==> src/rtl/rx_video_timing.sv <==
// Receive-side video timing: pixel clock enable, raster counters and registered sync/DE/read-window decodes.
// Define RX_VTG_GENLOCK_EN to build the frame_sync genlock FSM; otherwise the raster free-runs from reset.
module rx_video_timing #(
  parameter int CLK_DIV   = 5,
  parameter int H_ACTIVE  = 640,
  parameter int H_FP      = 16,
  parameter int H_SYNC    = 96,
  parameter int H_BP      = 48,
  parameter int V_ACTIVE  = 480,
  parameter int V_FP      = 10,
  parameter int V_SYNC    = 2,
  parameter int V_BP      = 33,
  parameter int READ_LEAD = 1
) (
  input  logic       clk,
  input  logic       rst,
  input  logic       frame_sync,
  input  logic       resync,
  output logic       pix_ce,
  output logic       hsync,
  output logic       vsync,
  output logic       de,
  output logic       mem_read,
  output logic       frame_active,
  output logic [9:0] h_cnt,
  output logic [9:0] v_cnt,
  output logic       locked
);

  localparam int H_TOTAL = H_ACTIVE + H_FP + H_SYNC + H_BP;
  localparam int V_TOTAL = V_ACTIVE + V_FP + V_SYNC + V_BP;
  localparam int DIV_W   = (CLK_DIV > 1) ? $clog2(CLK_DIV) : 1;

  localparam logic [DIV_W-1:0] DIV_LAST = DIV_W'(CLK_DIV - 1);
  localparam logic [9:0] H_LAST  = 10'(H_TOTAL - 1);
  localparam logic [9:0] V_LAST  = 10'(V_TOTAL - 1);
  localparam logic [9:0] H_ACT   = 10'(H_ACTIVE);
  localparam logic [9:0] V_ACT   = 10'(V_ACTIVE);
  localparam logic [9:0] HS_BEG  = 10'(H_ACTIVE + H_FP);
  localparam logic [9:0] HS_END  = 10'(H_ACTIVE + H_FP + H_SYNC);
  localparam logic [9:0] VS_BEG  = 10'(V_ACTIVE + V_FP);
  localparam logic [9:0] VS_END  = 10'(V_ACTIVE + V_FP + V_SYNC);
  localparam logic [9:0] RD_END  = 10'(H_ACTIVE - READ_LEAD);
  localparam logic [9:0] RD_BEG  = 10'(H_TOTAL - READ_LEAD);
  localparam logic [9:0] V_PRE   = 10'(V_ACTIVE - 1);
  localparam logic [9:0] VB_LAST = 10'(V_TOTAL - 2);

  typedef enum logic {WAIT_SYNC, RUN} state_t;

  state_t           state, state_next;
  logic [DIV_W-1:0] div_cnt;
  logic             tick;
  logic             running;
  logic [9:0]       h_next, v_next;

`ifdef RX_VTG_GENLOCK_EN
  localparam state_t     STATE_INIT = WAIT_SYNC;
  localparam logic [9:0] V_INIT     = V_ACT;
  localparam logic       FA_INIT    = 1'b0;

  // Two synchronizer stages, then a third flop for the toggle detect.
  logic [2:0] fs_pipe;
  logic       fs_toggle;

  always_ff @(posedge clk or posedge rst) begin
    if (rst) fs_pipe <= '0;
    else     fs_pipe <= {fs_pipe[1:0], frame_sync};
  end

  assign fs_toggle = fs_pipe[2] ^ fs_pipe[1];

  // NOTE: every always_comb output gets a default first, so no path can infer a latch.
  always_comb begin
    state_next = state;
    if (state == WAIT_SYNC) begin
      if (fs_toggle) state_next = RUN;
    end else if (resync) begin
      state_next = WAIT_SYNC;
    end
  end
`else
  localparam state_t     STATE_INIT = RUN;
  localparam logic [9:0] V_INIT     = 10'd0;
  localparam logic       FA_INIT    = 1'b1;

  logic unused_genlock_inputs;
  assign unused_genlock_inputs = frame_sync ^ resync;

  always_comb begin
    state_next = RUN;
  end
`endif

  assign tick    = (div_cnt == DIV_LAST);
  assign running = (state_next == RUN);

  // Leaving RUN reloads the sync-search position; entering RUN holds it until the next tick.
  always_comb begin
    h_next = h_cnt;
    v_next = v_cnt;
    if (!running) begin
      h_next = '0;
      v_next = V_INIT;
    end else if (state == RUN && tick) begin
      if (h_cnt == H_LAST) begin
        h_next = '0;
        v_next = (v_cnt == V_LAST) ? '0 : v_cnt + 10'd1;
      end else begin
        h_next = h_cnt + 10'd1;
      end
    end
  end

  // Decodes are taken from the next counter values so they register in step with h_cnt/v_cnt.
  // NOTE: sequential state uses non-blocking assignments so every flop samples pre-edge values.
  always_ff @(posedge clk or posedge rst) begin
    if (rst) begin
      div_cnt      <= '0;
      pix_ce       <= 1'b0;
      state        <= STATE_INIT;
      h_cnt        <= '0;
      v_cnt        <= V_INIT;
      de           <= 1'b0;
      hsync        <= 1'b0;
      vsync        <= 1'b0;
      mem_read     <= 1'b0;
      frame_active <= FA_INIT;
      locked       <= 1'b0;
    end else begin
      div_cnt      <= tick ? '0 : div_cnt + DIV_W'(1);
      pix_ce       <= (div_cnt == '0);
      state        <= state_next;
      h_cnt        <= h_next;
      v_cnt        <= v_next;
      locked       <= running;
      de           <= running && (h_next < H_ACT) && (v_next < V_ACT);
      hsync        <= running && (h_next >= HS_BEG) && (h_next < HS_END);
      vsync        <= running && (v_next >= VS_BEG) && (v_next < VS_END);
      mem_read     <= running && (((h_next < RD_END) && (v_next < V_ACT)) ||
                                  ((h_next >= RD_BEG) && ((v_next == V_LAST) || (v_next < V_PRE))));
      frame_active <= running && !((v_next >= V_ACT) && (v_next <= VB_LAST));
    end
  end

endmodule

==> config.mk <==
export PLATFORM = sky130hd
export DESIGN_NAME = rx_video_timing
export DESIGN_NICKNAME = d
export VERILOG_FILES = /design/src/rtl/rx_video_timing.sv
export SDC_FILE = /design/constraint.sdc
export NUM_CORES = 1
export LEC_CHECK = 0
export CAP_MARGIN = 40
export CORE_ASPECT_RATIO = 1.5
export CORE_MARGIN = 2
export CORE_UTILIZATION = 29
export DETAILED_ROUTE_END_ITERATION = 6
export DONT_BUFFER_PORTS = 1
export SLEW_MARGIN = 20
export SYNTH_ARGS = -nofsm -noshare
export SYNTH_HDL_FRONTEND = slang
export SYNTH_SLANG_ARGS = --single-unit
==> constraint.sdc <==
create_clock -name clk -period 2.83 [get_ports clk]
set_clock_uncertainty 0.1 [all_clocks]
set_input_delay 0.566 -clock clk [delete_from_list [all_inputs] [get_ports clk]]
set_output_delay 0.566 -clock clk [all_outputs]
set_load 0.03 [all_outputs]
Yosys cells after proc, flatten, opt, wreduce, memory -nomap -nowiden
Cells that the tools add are included.

Reductions and logical operators: 10. Mux-type cells: 6. $add $sub $neg: 3. $lt $le $gt $ge: 11. Equality and inequality tests: 4.

Operators by type and width (count): $mux W10 (5); $eq A10 B10 Y1 const B (3); $lt A10 B10 Y1 const B (3); $lt A10 B9 Y1 const B (3); $add A10 B1 Y10 const B (2); $ge A10 B10 Y1 const B (2); $ge A10 B9 Y1 const B (2); $le A10 B10 Y1 const B (1); $logic_and A1 B1 Y1 (6); $add A3 B1 Y3 const B (1); $eq A3 B3 Y1 const B (1); $logic_not A3 Y1 (1); $mux W3 (1); $logic_or A1 B1 Y1 (2); $logic_not A1 Y1 (1).

Input port bits: 4. Flip-flop bits (word level): 30. Output and inout port bits: 27. Logic and storage cells: 44.

Longest topological paths before layout
Gate-level depths: netlist (run 1).

Depth in word-level cells: 8. Mapped depth: 12. Mapped depth without buffers: 9.

Worst setup path after synthesis (run 1)
OpenSTA, ideal clock, no wires.

Path kind: register -> register. Start: reg v_cnt[0]. End: reg mem_read. Arrival time: 2.479 ns. Slack: 0.187 ns. Cell stages (with the launch flop): 10. Path buffers: 0. Required time: 2.666 ns. Library setup time: 0.064 ns. Clock period less this slack: 2.643 ns. Cells stage by stage: dfrtp_1 > inv_1 > ha_1 > or4b_4 > or4_4 > nand3_2 > o21ai_2 > or3_1 > nor4_2 > a21o_1.

Longest elaborated chain between the ends: 8. Elaborated cells on any way between the ends: 12. Those cells by class: add/sub: 1; order compare: 2; eq/ne: 2; mux: 3; reduce/logical: 4.

RTL lines: start, declared (RTL line 26) `output logic [9:0] v_cnt,`; start signal, assigned (RTL line 134) `v_cnt <= v_next;`; $add A10 B1 Y10 or $eq A10 B10 Y1 (tied branches) (RTL line 107) `v_next = (v_cnt == V_LAST) ? '0 : v_cnt + 10'd1;`; $mux W10 (RTL line 107); $mux W10 (RTL line 105) `if (h_cnt == H_LAST) begin`; $mux W10 (*) (RTL line 104) `end else if (state == RUN && tick) begin`; net v_next[0] (RTL line 54) `logic [9:0] h_next, v_next;`; $lt A10 B9 Y1 or $eq A10 B10 Y1 (tied branches) (RTL line 140) `((h_next >= RD_BEG) && ((v_next == V_LAST) || (v_next < V_PRE))));`; $logic_or A1 B1 Y1 (RTL line 140); $logic_and A1 B1 Y1 (RTL line 140); $logic_or A1 B1 Y1 (*) (RTL line 139) `mem_read <= running && (((h_next < RD_END) && (v_next < V_ACT)) ||`; end signal, assigned (RTL line 139); end, declared (RTL line 23) `output logic mem_read,`.

The timed path passes the listed nets; every way through them passes the cells marked *.

Worst setup path after layout (run 1)
Start: reg v_cnt[1]. End: reg mem_read.

Longest elaborated chain between the ends: 8. Elaborated cells on any way between the ends: 12. Those cells by class: add/sub: 1; order compare: 2; eq/ne: 2; mux: 3; reduce/logical: 4.

RTL lines (RTL line): $add A10 B1 Y10 or $eq A10 B10 Y1 (tied branches) (107); $mux W10 (*) (107); $mux W10 (*) (105); $mux W10 (*) (104); net v_next[4] (54); $lt A10 B9 Y1 or $eq A10 B10 Y1 (tied branches) (140); $logic_or A1 B1 Y1 (140); $logic_and A1 B1 Y1 (140); $logic_or A1 B1 Y1 (*) (139).

Marks and branches as above.

==> metrics.md, run 1 <==
| Metric | Value |
|---|---|
| DIE HEIGHT | 99.3 um |
| GRT overflow | 0 |
| DRT iter0 DRCs | 121 |
| DR vias | 1538 |
| Root buf cell | clkbuf_8 |
| NetSw | 174 uW |
| CTS tree | yes |
| P_int | 676 uW |
| Sequential Power Share | 50.8% |
| Power per cell area | 391 nW/um2 |
| CP max FO | 6 |
| Post-Synthesis Cell Area | 1760 um2 |
| DP HPWL | 3610 um |
| Syn. warnings | 0 |
| Clock network fraction of design power | 48.1% |
| MaxCap Viol Count | 0 |
| Register bit count reported by yosys | 30 |
| Worst EP required | 2.95 ns |
| Clock latency on the worst-skew pair | 0.28 ns |
| Maximum root-to-sink buffer count | 2 |
| Area grow syn2layout | 23.8% |
| Fin crit share | 93.5% |
| Core area | 5830 um2 |
| Largest net degree at the start of global routing | 31 |
| Max IR drop VDD | 0.169 mV |
| Slew Viols, Final | 0 |
| Logic pwr share | 1.1% |
| Hold Crit Class | in -> async |
| CP Capture Type | flip-flop |
| Crit path DAT | 2.76 ns |
| Synth Flop Type | dfrtp_1 |
| Row count | 34 |
| Sequential area share after synthesis | 42.8% |
| Post-CTS resize count | 0 |
| # port buffers | 0 |
| Post-synth EDFFs | 0 |
| CTS Buf Count | 5 |
| Net Sw Frac | 20.4% |
| Crit path cell chain | inv_1 -> ha_1 -> or4b_4 -> o21ai_0 -> mux2i_1 -> or4b_1 -> nor4_2 -> a21o_1 |
| Crit path kind | reg -> reg |
| Initial Util | 30.1% |
| Highest clock rate | 378 MHz |
| Unique cell type count in the Yosys netlist | 53 |
| Routed len/inst | 16.2 um |
| Critical Path Source Type | flip-flop |
| Final ANT Viol Nets | 0 |
| Clk sinks | 30 |
| Worst R2R Start | v_cnt[1] |
| Worst-case reg-to-reg path depth | 8 |
| Final wirelength | 4670 um |
| Synth Net Count | 194 |
| Outcome | completed |
| CTS HTree Levels | 2 |
| Lkg Pwr | 0.000977 uW |
| Die area | 6700 um2 |
| Final min period | 2.65 ns |
| Power, Total | 850 uW |
| Initial antenna violation count | 0 |
| DR vias/cell | 5.34 |
| Layout cells sized above 1 | 25.5% |
| DIE WIDTH | 67.5 um |
| Diodes inserted | 0 |
| Gpl congestion | 0.878 |
| Hold-fix buffers, CTS | 0 |
| Post-synth ARST share | 100% |
| Post-route setup TNS | 0 ns |
| Post-CTS Setup Bufs | 0 |
| Syn Area/Cell | 9.49 um2 |
| Largest stage delay, worst path | 0.58 ns |
| First-pass GRT wire length | 7530 um |
| Final setup vio count | 0 |
| Boundary Pins | 31 |
| Unrepaired setup endpoints after global routing | false |
| Clk pin slew, worst setup/hold paths | 0.07 ns |
| Drt first pass iters | 5 |
| Via count of the first global-routing pass | 1558 |
| Post-Synthesis Cells | 185 |
| Slowest cell on crit path | or4b_1 |
| Total GRT Usage | 15.1% |
| Number of hold violations in the final report | 0 |
| # nets final | 224 |
| Residual DRC count | 0 |
| Worst Setup SP | v_cnt[1] |
metal layers:
metal / part of all wire (%) / up-vias / track usage (%)
li1: - / 740 / -
met1: 37 / 730 / 15.5
met2: 51 / 52 / 26.4
met3: 6.9 / 16 / 4.75
met4: 4.5 / 0 / 7.69
met5: 0 / - / 0
state kept, by name, summed over array words and instances (netlist names):
signal        flops
vsync             1
h_cnt            10
mem_read          1
frame_active      1
div_cnt           3
locked            1
de                1
hsync             1
v_cnt            10
pix_ce            1
synthesized netlist by cell type, types with 2 or more instances:
| master | n | area, um2 |
|---|---|---|
| nor3_1 | 4 | 20.0 |
| or3_1 | 3 | 18.8 |
| buf_4 | 2 | 15.0 |
| inv_1 | 12 | 45.0 |
| nor2_1 | 14 | 52.6 |
| o21ai_0 | 6 | 30.0 |
| buf_2 | 3 | 15.0 |
| a22o_1 | 2 | 17.5 |
| a21oi_1 | 7 | 35.0 |
| ha_1 | 5 | 62.6 |
| xor2_1 | 3 | 26.3 |
| and3_1 | 6 | 37.5 |
| nand3_2 | 2 | 20.0 |
| a21o_1 | 2 | 15.0 |
| xnor2_1 | 7 | 61.3 |
| dfrtp_1 | 29 | 726 |
| nand4_1 | 6 | 37.5 |
| nand3_1 | 5 | 25.0 |
| nor4_2 | 2 | 25.0 |
| and2_1 | 4 | 25.0 |
| and4_1 | 3 | 26.3 |
| a31oi_1 | 6 | 37.5 |
| or2b_1 | 2 | 15.0 |
| o221ai_1 | 2 | 17.5 |
| nand2_1 | 17 | 63.8 |
| nor4_1 | 4 | 25.0 |
path summary, 6_finish.rpt:
check | to | slack (ns)
worst min-delay path | pix_ce | 0.14
worst max-delay path | mem_read | 0.18
worst max register to register | mem_read | 0.18
worst min register to register | div_cnt[0] | 0.36
min in group clk | div_cnt[0] | 0.36
max in group asynchronous | frame_active | 2.16
stage by stage:
| stage | setup WS (ns) | instance area (um2) | util [%] | hold slack [ns] | instances |
|---|---|---|---|---|---|
| 2_1_floorplan | 0.187 | 1760 | - | 0.327 | 185 |
| 3_3_place_gp | 0.143 | 2030 | 34.8 | 0.344 | 280 |
| 3_5_place_dp | 0.119 | 2030 | 34.8 | 0.353 | 280 |
| 4_1_cts | 0.0913 | 2140 | 36.7 | 0.161 | 288 |
| 5_1_grt | 0.0148 | 2170 | 37.3 | 0.176 | 288 |
| 6_report | 0.183 | 2170 | 37.3 | 0.141 | 288 |
cells by family (layout without fill, tap and decap cells):
kind of cell	after synthesis	after routing	synth area share, %
simple gates	83	83	28.4
flops	30	30	42.8
mux	2	2	1.21
compound gates	36	36	14.2
xor+xnor	10	10	4.99
other cells	1	1	0.214
fa+ha+maj	5	5	3.56
buf+inv	18	49	4.56
final cells by class:
cell class / count / area [um2]
sequential: 30 / 752
clock buffer: 8 / 110
multi-input combinational: 137 / 958
fill: 598 / 3650
inverter: 12 / 45.0
timing repair buffer: 29 / 218
tap: 72 / 90.1
cell usage in the layout, fill, tap and decap left out, types with 6 or more instances in the layout:
cell type  count
o21ai_0        6
inv_1         12
clkbuf_8       8
xnor2_1        7
a21oi_1        7
nand4_1        6
buf_4         29
nand2_1       17
nor2_1        14
dfrtp_1       29
power groups by stage:
stage                     Combinational, uW  Clock [uW]  Sequential, uW
after detailed placement               10.5           0             439
after global routing                   11.8         435             431
after CTS                              10.6         421             431
after global placement                 10.2           0             439
final                                  9.42         409             431
after floorplan                        6.44           0             439
worst max-delay path: cells and delay by family (launching register included):
kind / cells / cell delay [ns]
AO/OA/AOI/OAI: 2 / 0.30
adder cells (fa/ha/maj): 1 / 0.16
buffers and inverters: 1 / 0.10
flip-flops: 1 / 0.44
multiplexers: 1 / 0.15
AND/OR/NAND/NOR: 3 / 1.33
No activity file was read; power rests on OpenSTA's default activity.
==> inputs of run 2 (changes only) <==
--- a/config.mk
+++ b/config.mk
@@ -8,7 +8,7 @@
 export CAP_MARGIN = 40
 export CORE_ASPECT_RATIO = 1.5
 export CORE_MARGIN = 2
-export CORE_UTILIZATION = 29
+export CORE_UTILIZATION = 40
 export DETAILED_ROUTE_END_ITERATION = 6
 export DONT_BUFFER_PORTS = 1
 export SLEW_MARGIN = 20
==> constraint.sdc (replaced) <==
create_clock -name clk -period 3.4 [get_ports clk]
set_clock_uncertainty 0.1 [all_clocks]
set_input_delay 0.68 -clock clk [delete_from_list [all_inputs] [get_ports clk]]
set_output_delay 0.68 -clock clk [all_outputs]
set_load 0.03 [all_outputs]
==> run 2 against run 1 <==
  * Wire length down 11%
  * Total power decreased by 23%
  * Die area is 26% lower
  * Cell count is 17% lower
  * Critical path depth is the same
  * Count of clock-buffer cells in the layout unchanged
  * Sequential power down 17%
  * Core utilization rose by 8.3 points
  * Global-route usage increased by 3.9 points
  * Sequential cell count unchanged
==> metrics.md, run 2 (synthesis gave the netlist of run 1 again) <==
| Metric | Value |
|---|---|
| Outcome | completed |
| Final wirelength | 4140 um |
| Top flop regs | h_cnt: 10 flops, v_cnt: 10 flops, div_cnt: 3 flops |
| CTS HTree Levels | 2 |
| Power per cell area | 341 nW/um2 |
| Unrepaired setup endpoints after global routing | false |
| CP Capture Type | flip-flop |
| DP HPWL | 3170 um |
| Core area | 4210 um2 |
| Crit path DAT | 3.11 ns |
| Root buf cell | clkbuf_8 |
| CTS Buf Count | 5 |
| # nets final | 202 |
| Clk sinks | 30 |
| Diodes inserted | 0 |
| WHS | 0.259 ns |
| DIE HEIGHT | 85.1 um |
| MaxCap Viol Count | 0 |
| Final min period | 2.99 ns |
| Drt first pass iters | 4 |
| Initial antenna violation count | 0 |
| Hold-fix buffers, CTS | 0 |
| Max IR drop VDD | 0.247 mV |
| Residual DRC count | 0 |
| Crit path kind | reg -> reg |
| Via count of the first global-routing pass | 1548 |
| Clock latency on the worst-skew pair | 0.28 ns |
| Lkg Pwr | 0.000836 uW |
| Number of hold violations in the final report | 0 |
| Routed len/inst | 17.2 um |
| Critical Path Source Type | flip-flop |
| First-pass GRT wire length | 7220 um |
| Final ANT Viol Nets | 0 |
| Commonest non-fill, non-tap cell in the layout | dfrtp_1 |
| # port buffers | 0 |
| Slew HR | 62.8% |
| Post-route setup TNS | 0 ns |
| DRT iter0 DRCs | 107 |
| Initial Util | 41.7% |
| Die area | 4950 um2 |
| DIE WIDTH | 58.1 um |
| Highest clock rate | 334 MHz |
| Post-CTS resize count | 0 |
| Clk pin slew, worst setup/hold paths | 0.06 ns |
| Fin crit share | 87.9% |
| CTS tree | yes |
| Boundary Pins | 31 |
| Largest net degree at the start of global routing | 31 |
| Layout fillers | 400 |
| Slew Viols, Final | 0 |
| DR vias/cell | 6.10 |
| DR vias | 1464 |
| Hold Crit Class | in -> async |
| Post-CTS Setup Bufs | 0 |
| Most frequent cells in the layout | dfrtp_1 (29), nand2_1 (17), nor2_1 (14) |
| Worst EP required | 3.52 ns |
| Area grow syn2layout | 9.41% |
| GRT overflow | 0 |
| CP max FO | 11 |
| Total GRT Usage | 19.0% |
| Gpl congestion | 0.895 |
| Layout cells sized above 1 | 13.9% |
| Row count | 29 |
| Final setup vio count | 0 |
| Maximum root-to-sink buffer count | 2 |
| Least-Margin Pin Slew | 0.558 ns |
==> run 2: cell types whose count changed in the layout (fill, tap and decap cells not counted), sizes merged <==
cell  change
buf      -22
==> run 2: area by class of cell <==
class | count | area (um2) | share of cell area, %
Multi-Input combinational cell | 137 | 923 | 48.1
Tap cell | 46 | 57.6 | 3.00
Timing Repair Buffer | 7 | 52.6 | 2.74
Inverter | 12 | 45.0 | 2.35
Clock buffer | 8 | 90.1 | 4.69
Sequential cell | 30 | 752 | 39.2
==> run 2: per-layer routing <==
metal	track usage [%]	share of wire [%]	vias up
li1	-	-	688
met1	20.1	38	706
met2	33.2	53	59
met3	5.34	6.0	11
met4	10.1	3.1	0
met5	0	0	-
==> run 2: critical path, stage by stage, from the launching register on <==
cell and delay (ns):
dfrtp_1 0.58, ha_1 0.26, and4_4 0.31, nand3_2 0.17
nor4_1 0.33, xnor2_1 0.23, or4b_1 0.55, nor4_2 0.29
a21o_1 0.11
==> run 2: path summary, 6_finish.rpt <==
check	to	slack (ns)	from	cells past startpoint
max in group asynchronous	frame_active	2.61	rst	2
min in group clk	div_cnt[0]	0.37	div_cnt[0]	1
hold / removal	v_cnt[9]	0.26	rst	2
setup reg to reg	mem_read	0.41	h_cnt[0]	8
hold reg to reg	div_cnt[0]	0.37	div_cnt[0]	1
setup / recovery	mem_read	0.41	h_cnt[0]	8
==> run 2: metrics by stage <==
stage	power, uW	setup slack, ns	cells	instance area [um2]	utilization, %
2_1_floorplan	371	0.757	185	1760	-
3_3_place_gp	374	0.467	232	1830	43.5
3_5_place_dp	374	0.435	232	1830	43.5
4_1_cts	665	0.400	240	1920	45.6
5_1_grt	678	0.226	240	1920	45.6
6_report	654	0.410	240	1920	45.6
==> run 2: where the power goes <==
part           internal [uW]  total [uW]  switching (uW)  leakage [uW]
logic                  0.873        7.65            6.78      0.000401
clock network            165         287             122     0.0000455
registers                358         359            1.49      0.000389
